$ cat src/rtl/vec_alu_sequencer.sv
// Command sequencer in front of the vector ALU: accepts one command, holds the
// registered operands for the opcode's latency, then returns the lane-masked result.
module vec_alu_sequencer #(
  parameter int LANES     = 16,
  parameter int WIDTH     = 16,
  parameter int BASIC_LAT = 1,
  parameter int MUL_LAT   = 2,
  parameter int DIV_LAT   = 4
) (
  input  logic                               clk,
  input  logic                               reset,
  input  logic                               cmd_valid,
  output logic                               cmd_ready,
  input  logic [2:0]                         cmd_op,
  input  logic [LANES-1:0][WIDTH-1:0]        cmd_a,
  input  logic [LANES-1:0][WIDTH-1:0]        cmd_b,
  input  logic [$clog2(LANES+1)-1:0]         cmd_vlen,
  output logic [LANES-1:0][WIDTH-1:0]        alu_a,
  output logic [LANES-1:0][WIDTH-1:0]        alu_b,
  output logic [2:0]                         alu_op,
  input  logic [LANES-1:0][WIDTH-1:0]        alu_result,
  output logic                               rsp_valid,
  input  logic                               rsp_ready,
  output logic [LANES-1:0][WIDTH-1:0]        rsp_data,
  output logic                               rsp_err,
  output logic                               rsp_divz,
  output logic                               busy
);

  localparam int VLEN_W  = $clog2(LANES + 1);
  localparam int MAX_LAT = (DIV_LAT > MUL_LAT)
                           ? ((DIV_LAT > BASIC_LAT) ? DIV_LAT : BASIC_LAT)
                           : ((MUL_LAT > BASIC_LAT) ? MUL_LAT : BASIC_LAT);
  localparam int CNT_W   = (MAX_LAT > 1) ? $clog2(MAX_LAT) : 1;

  localparam logic [2:0] OP_ADD = 3'b000;
  localparam logic [2:0] OP_SUB = 3'b001;
  localparam logic [2:0] OP_MOV = 3'b010;
  localparam logic [2:0] OP_MUL = 3'b011;
  localparam logic [2:0] OP_DIV = 3'b100;

  typedef enum logic [1:0] {
    IDLE = 2'd0,
    EXEC = 2'd1,
    RESP = 2'd2
  } state_t;

  state_t                      state, state_nxt;
  logic                        accept;
  logic                        capture;
  logic                        rsp_hs;
  logic [CNT_W-1:0]            counter;
  logic [CNT_W-1:0]            lat_load;
  logic [VLEN_W-1:0]           vlen_clamp;
  logic [VLEN_W-1:0]           vlen_q;
  logic                        err_q;
  logic                        divz_q;
  logic                        divz_nxt;
  logic [LANES-1:0][WIDTH-1:0] masked_result;

  // Ready does not look at cmd_valid, so a source may wait on it without a loop.
  assign cmd_ready = (state == IDLE) || ((state == RESP) && rsp_ready);
  assign accept    = cmd_valid && cmd_ready;
  assign capture   = (state == EXEC) && (counter == '0);
  assign rsp_hs    = (state == RESP) && rsp_ready;
  assign busy      = (state != IDLE);

  always_comb begin
    // NOTE: every signal gets a default before the case so no path leaves it unassigned (no latch).
    state_nxt = state;
    unique case (state)
      IDLE: if (accept) state_nxt = EXEC;
      EXEC: if (counter == '0) state_nxt = RESP;
      RESP: if (rsp_hs) state_nxt = accept ? EXEC : IDLE;
      default: state_nxt = IDLE;
    endcase
  end

  always_comb begin
    lat_load = '0;
    case (cmd_op)
      OP_ADD, OP_SUB, OP_MOV: lat_load = CNT_W'(BASIC_LAT - 1);
      OP_MUL:                 lat_load = CNT_W'(MUL_LAT - 1);
      OP_DIV:                 lat_load = CNT_W'(DIV_LAT - 1);
      default:                lat_load = '0;
    endcase
  end

  always_comb begin
    vlen_clamp = (cmd_vlen > VLEN_W'(LANES)) ? VLEN_W'(LANES) : cmd_vlen;
    divz_nxt   = 1'b0;
    for (int i = 0; i < LANES; i++) begin
      if ((cmd_op == OP_DIV) && (VLEN_W'(i) < vlen_clamp) && (cmd_b[i] == '0))
        divz_nxt = 1'b1;
    end
  end

  // Illegal opcodes return an all-zero vector regardless of what the ALU drives.
  always_comb begin
    masked_result = '0;
    for (int i = 0; i < LANES; i++) begin
      if (!err_q && (VLEN_W'(i) < vlen_q))
        masked_result[i] = alu_result[i];
    end
  end

  always_ff @(posedge clk or negedge reset) begin
    // NOTE: sequential state uses non-blocking assignments so every flop samples pre-edge values.
    if (!reset) begin
      state <= IDLE;
    end else begin
      state <= state_nxt;
    end
  end

  // Operands change only on accept, so the ALU sees stable inputs for the whole EXEC.
  always_ff @(posedge clk or negedge reset) begin
    if (!reset) begin
      alu_a  <= '0;
      alu_b  <= '0;
      alu_op <= OP_MOV;
      vlen_q <= '0;
      err_q  <= 1'b0;
      divz_q <= 1'b0;
    end else if (accept) begin
      alu_a  <= cmd_a;
      alu_b  <= cmd_b;
      alu_op <= cmd_op;
      vlen_q <= vlen_clamp;
      err_q  <= (cmd_op > OP_DIV);
      divz_q <= divz_nxt;
    end
  end

  always_ff @(posedge clk or negedge reset) begin
    if (!reset) begin
      counter <= '0;
    end else if (accept) begin
      counter <= lat_load;
    end else if ((state == EXEC) && (counter != '0)) begin
      counter <= counter - 1'b1;
    end
  end

  always_ff @(posedge clk or negedge reset) begin
    if (!reset) begin
      rsp_valid <= 1'b0;
      rsp_data  <= '0;
      rsp_err   <= 1'b0;
      rsp_divz  <= 1'b0;
    end else if (capture) begin
      rsp_valid <= 1'b1;
      rsp_data  <= masked_result;
      rsp_err   <= err_q;
      rsp_divz  <= divz_q;
    end else if (rsp_hs) begin
      rsp_valid <= 1'b0;
    end
  end

endmodule

$ cat config.mk
export PLATFORM = sky130hd
export DESIGN_NAME = vec_alu_sequencer
export DESIGN_NICKNAME = d
export VERILOG_FILES = /design/src/rtl/vec_alu_sequencer.sv
export SDC_FILE = /design/constraint.sdc
export NUM_CORES = 2
export LEC_CHECK = 0
export CORE_AREA = 3 3 597 599
export CTS_BUF_LIST = sky130_fd_sc_hd__clkbuf_2 sky130_fd_sc_hd__clkbuf_4 sky130_fd_sc_hd__clkbuf_8
export DETAILED_ROUTE_END_ITERATION = 10
export DIE_AREA = 0 0 600 602
export PLACE_DENSITY = 0.35
export SYNTH_ARGS = -nofsm -noshare
export SYNTH_HDL_FRONTEND = slang
export SYNTH_SLANG_ARGS = --single-unit
$ cat constraint.sdc
create_clock -name clk -period 1.94 [get_ports clk]
set_input_delay 0.194 -clock clk [delete_from_list [all_inputs] [get_ports clk]]
set_output_delay 0.194 -clock clk [all_outputs]
set_load 0.03 [all_outputs]
==> impl_results.md <==
- Run status: complete, but fails checks
- Violated checks: setup timing
- Post-synthesis area per instance: ~15 sq um
- Most frequent cells in the layout: sky130_fd_sc_hd__clkdlybuf4s50_1, sky130_fd_sc_hd__dlygate4sd3_1, sky130_fd_sc_hd__dfrtp_1
- Number of enable flip-flop cells after synthesis: 0
- Final weighted congestion of routability-driven global placement: just under 1
- Overall die area: 361000 sq um
- Worst setup slack for register-to-register paths: -0.20 ns
- Clock period minus final worst setup slack: between 2 and 2.5 ns
- Total number of H-tree levels: 4
- Arrival time at the worst endpoint: 2.98 ns
- Slew at the pin closest to its max-slew limit: 0.776 ns
- CTS Sinks: 785
- Slowest cell on crit path: sky130_fd_sc_hd__dfrtp_1
- Area share of the leading cell type in the synthesized netlist: 0.662
- IO buf count: 1555
- Placeable Area: approximately 350000 sq um
- Leading cell type in the layout, fill and taps excluded: sky130_fd_sc_hd__clkdlybuf4s50_1
- Routed Wire Length: 285000 um
- WHS Path Cells: 3
- Number of DRC markers in iteration 0: 1642
- CTS Root Buffer Type: sky130_fd_sc_hd__clkbuf_8
- Synthesized Nets: 2746
- Antenna Nets Post-Route: 0
- Unrepaired setup endpoints after global routing: true
- Number of warnings issued by yosys: 0
- DR WL/cell: 30.0 um
- Most used flip-flop cell after synthesis: sky130_fd_sc_hd__dfrtp_1
- First-pass GRT wire length: 355000 um
- Cell taking the most area after synthesis: sky130_fd_sc_hd__dfrtp_1
- Synthesized cell area: 29600 sq um
- Row Count: 218
- Top cells by area in the synthesized netlist: sky130_fd_sc_hd__dfrtp_1, sky130_fd_sc_hd__mux2_2, sky130_fd_sc_hd__a22o_1, sky130_fd_sc_hd__nand2_1, sky130_fd_sc_hd__buf_2
- Synthesized netlist cell count: 1965
- Number of iterations in the first detailed-routing pass: 5
- Sequential fraction of the synthesis area: 0.663
- Setup TNS after final layout: -34.30 ns
- Leak pwr: around 27 nW
- Reg2reg end: alu_a[17]$_DFFE_PN0P_
- Floorplan die height: 602 um
- Signed area change from the synthesized netlist to the final layout: 116%
- Synth async-reset ratio: 1.00
- Via density per instance: 3.16
- Cell class contributing the biggest share of worst-path delay: buffers and inverters
- Register-to-Register Path Depth: 9
- Maximum buffer depth of the clock tree: 4
- Setup crit start: state[1]$_DFFE_PN0P_
- Worst-path cell chain: a21oi_2, buf_12, buf_4, nand2_8, buf_16, buf_12, buf_12, clkbuf_16, mux2_2
- Post-Place Cell Area: 53400 sq um
- CTS tree: yes
- Maximum number of pins on one net before global-route repair: 66
- Clock latency on the worst-skew pair: 0.98 ns
- Share of final-layout standard cells stronger than drive strength 1: 0.426
- Post-route clock period utilization: 1.10
- Total power per unit cell area: 1700 nW/um^2
- Max_cap viols: 0
- Slew Viols, Final: 0
- I/O pin cnt: about 1.6k
- Total via count in the routed design: 30.0k
- Drt drc: 0
- Number of buffers and inverters on the critical path: 6
- Req. time, crit path: 2.78 ns
- Final setup violating endpoints: approximately 420
- Startpoint-to-endpoint class of the critical path: reg2reg
- Clock slew at the register clock pins of the worst setup and hold paths: 0.06 ns
- Sort of element at the start of the critical path: flip-flop
- Most common cell on crit path: sky130_fd_sc_hd__buf_12
- Flip-flop and latch count after synthesis: roughly 790
- Least setup slack across all paths after layout: -0.200 ns
- Global router's overall resource usage: 0.151
- Synth cell types: 46
- Hold violation total from the final report: 0
- Type of the most critical hold path: in2reg
- Initial antenna violation count: around 160
- Hold EP: alu_b[77]$_DFFE_PN0P_
- Starting Density: 0.0842
- Estimated wirelength of the detail-placed design: 240000 um
- Global route overflow: 0
- Crit. End Element: flip-flop
- Horizontal die dimension: 600 um
- Final net count: 5495
- Maximum fanout encountered on the critical timing path: 17
- FMAX: 0.467 GHz
- Critical hold path startpoint: cmd_b[77]
- Maximum clock skew at final layout: 0.0560 ns
- Max-slew headroom: 0.479
- Maximum VDD drop: 0.677 mV
- Final design instance area without fill: 64000 sq um
- Origin of the critical flop-to-flop path: state[1]$_DFFE_PN0P_
- Largest stage delay on the critical path: 0.41 ns
- Number of global-route vias before repair: 32.2k
- Number of buffers added by the clock tree synthesis step: 177
[cell usage after synthesis (2+ instances only)]
cell type	instances
sky130_fd_sc_hd__dfrtp_1	784
sky130_fd_sc_hd__mux2_2	516
sky130_fd_sc_hd__a22o_1	208
sky130_fd_sc_hd__nand2_1	120
sky130_fd_sc_hd__buf_2	87
sky130_fd_sc_hd__nor4_1	62
sky130_fd_sc_hd__o21ai_0	48
sky130_fd_sc_hd__clkbuf_1	24
sky130_fd_sc_hd__nand3_1	17
sky130_fd_sc_hd__nand4_1	17
sky130_fd_sc_hd__nor2_1	14
sky130_fd_sc_hd__a21oi_1	8
sky130_fd_sc_hd__inv_1	8
sky130_fd_sc_hd__a21oi_2	6
sky130_fd_sc_hd__a31oi_1	3
sky130_fd_sc_hd__nand2b_1	3
sky130_fd_sc_hd__nor2_2	3
sky130_fd_sc_hd__nor2_4	3
sky130_fd_sc_hd__nor3_4	2
sky130_fd_sc_hd__nor4b_1	2
sky130_fd_sc_hd__o211ai_1	2
sky130_fd_sc_hd__o22ai_1	2
sky130_fd_sc_hd__or2_2	2
sky130_fd_sc_hd__or3_1	2
[cell families (layout without fill, tap and decap cells)]
| logic type | Yosys count | count (layout) | share of synthesized area |
|---|---|---|---|
| xor gates and xnor gates | 1 | 1 | 0.000296 |
| adders and majority gates | 1 | 1 | 0.000422 |
| AOI/OAI and AO/OA | 287 | 287 | 0.0779 |
| muxes | 516 | 516 | 0.196 |
| DFF | 785 | 785 | 0.663 |
| and+or+nand+nor | 253 | 253 | 0.0431 |
| buffers and inverters | 122 | 2993 | 0.0195 |
| other | 0 | 58 | 0 |
[where the power goes]
part	switching (W)	total, W	internal (W)
combinational	0.0362	0.0578	0.0216
clock	0.00906	0.0208	0.0117
sequential	0.00617	0.0306	0.0244
[worst max-delay path by stage]
stage / end / cells past startpoint
2_1_floorplan: rsp_data[0]$_DFFE_PN0P_ / 9
3_3_place_gp: divz_q$_DFFE_PN0P_ / 9
3_5_place_dp: divz_q$_DFFE_PN0P_ / 9
4_1_cts: cmd_ready / 4
5_1_grt: cmd_ready / 4
6_report: alu_a[17]$_DFFE_PN0P_ / 9
[layer usage]
metal | part of all wire | global-route usage | vias to the layer above | wire length, um
li1 | - | - | 12800 | -
met1 | 0.41 | 0.180 | 15300 | 116000
met2 | 0.49 | 0.261 | 1407 | 139000
met3 | 0.076 | 0.0443 | 462 | 21600
met4 | 0.030 | 0.0388 | 54 | 8690
met5 | 0.0012 | 0 | - | 339
[flip-flops by register name, indices dropped and copies added, names as in the netlist]
name	flops
err_q	1
alu_b	256
divz_q	1
rsp_valid	1
vlen_q	5
state	2
rsp_err	1
rsp_divz	1
counter	2
alu_op	3
rsp_data	256
alu_a	256
[tightest hold or removal path, stage by stage]
cell	delay, ns
sky130_fd_sc_hd__clkdlybuf4s50_1	0.57
sky130_fd_sc_hd__buf_4	0.18
sky130_fd_sc_hd__mux2_2	0.14
[layout make-up]
class / count / area, sq um
antenna: 58 / 145
clock buffer: 273 / 3390
clock inverter: 28 / 330
fill: 38800 / 288000
inverter: 9 / 33.8
multi-input combinational: 1058 / 9520
sequential: 785 / 19700
tap: 4620 / 5780
timing repair buffer: 2683 / 25100
[timing repair]
action | in CTS | in global routing
pin swaps | 2 | 1
gates cloned | 5 | 18
endpoints found under the setup margin | 731 | 668
endpoints found under the hold margin | 1539 | 0
resized for setup | 3557 | 19
buffers inserted | 23 | 1
hold buffers | 755 | 0
[stage by stage]
stage / setup slack (ns) / power (W) / utilization / std cells / hold slack [ns]
2_1_floorplan: 0.0980 / 0.0554 / - / 1965 / -0.102
3_3_place_gp: -1.63 / 0.0894 / 0.152 / 8354 / 0.174
3_5_place_dp: -1.18 / 0.0894 / 0.152 / 8354 / 0.129
4_1_cts: -0.385 / 0.111 / 0.180 / 9438 / 0.00271
5_1_grt: -0.319 / 0.114 / 0.182 / 9489 / 0.0714
6_report: -0.200 / 0.109 / 0.182 / 9514 / 0.154
No activity file was read; power rests on OpenSTA's default activity.
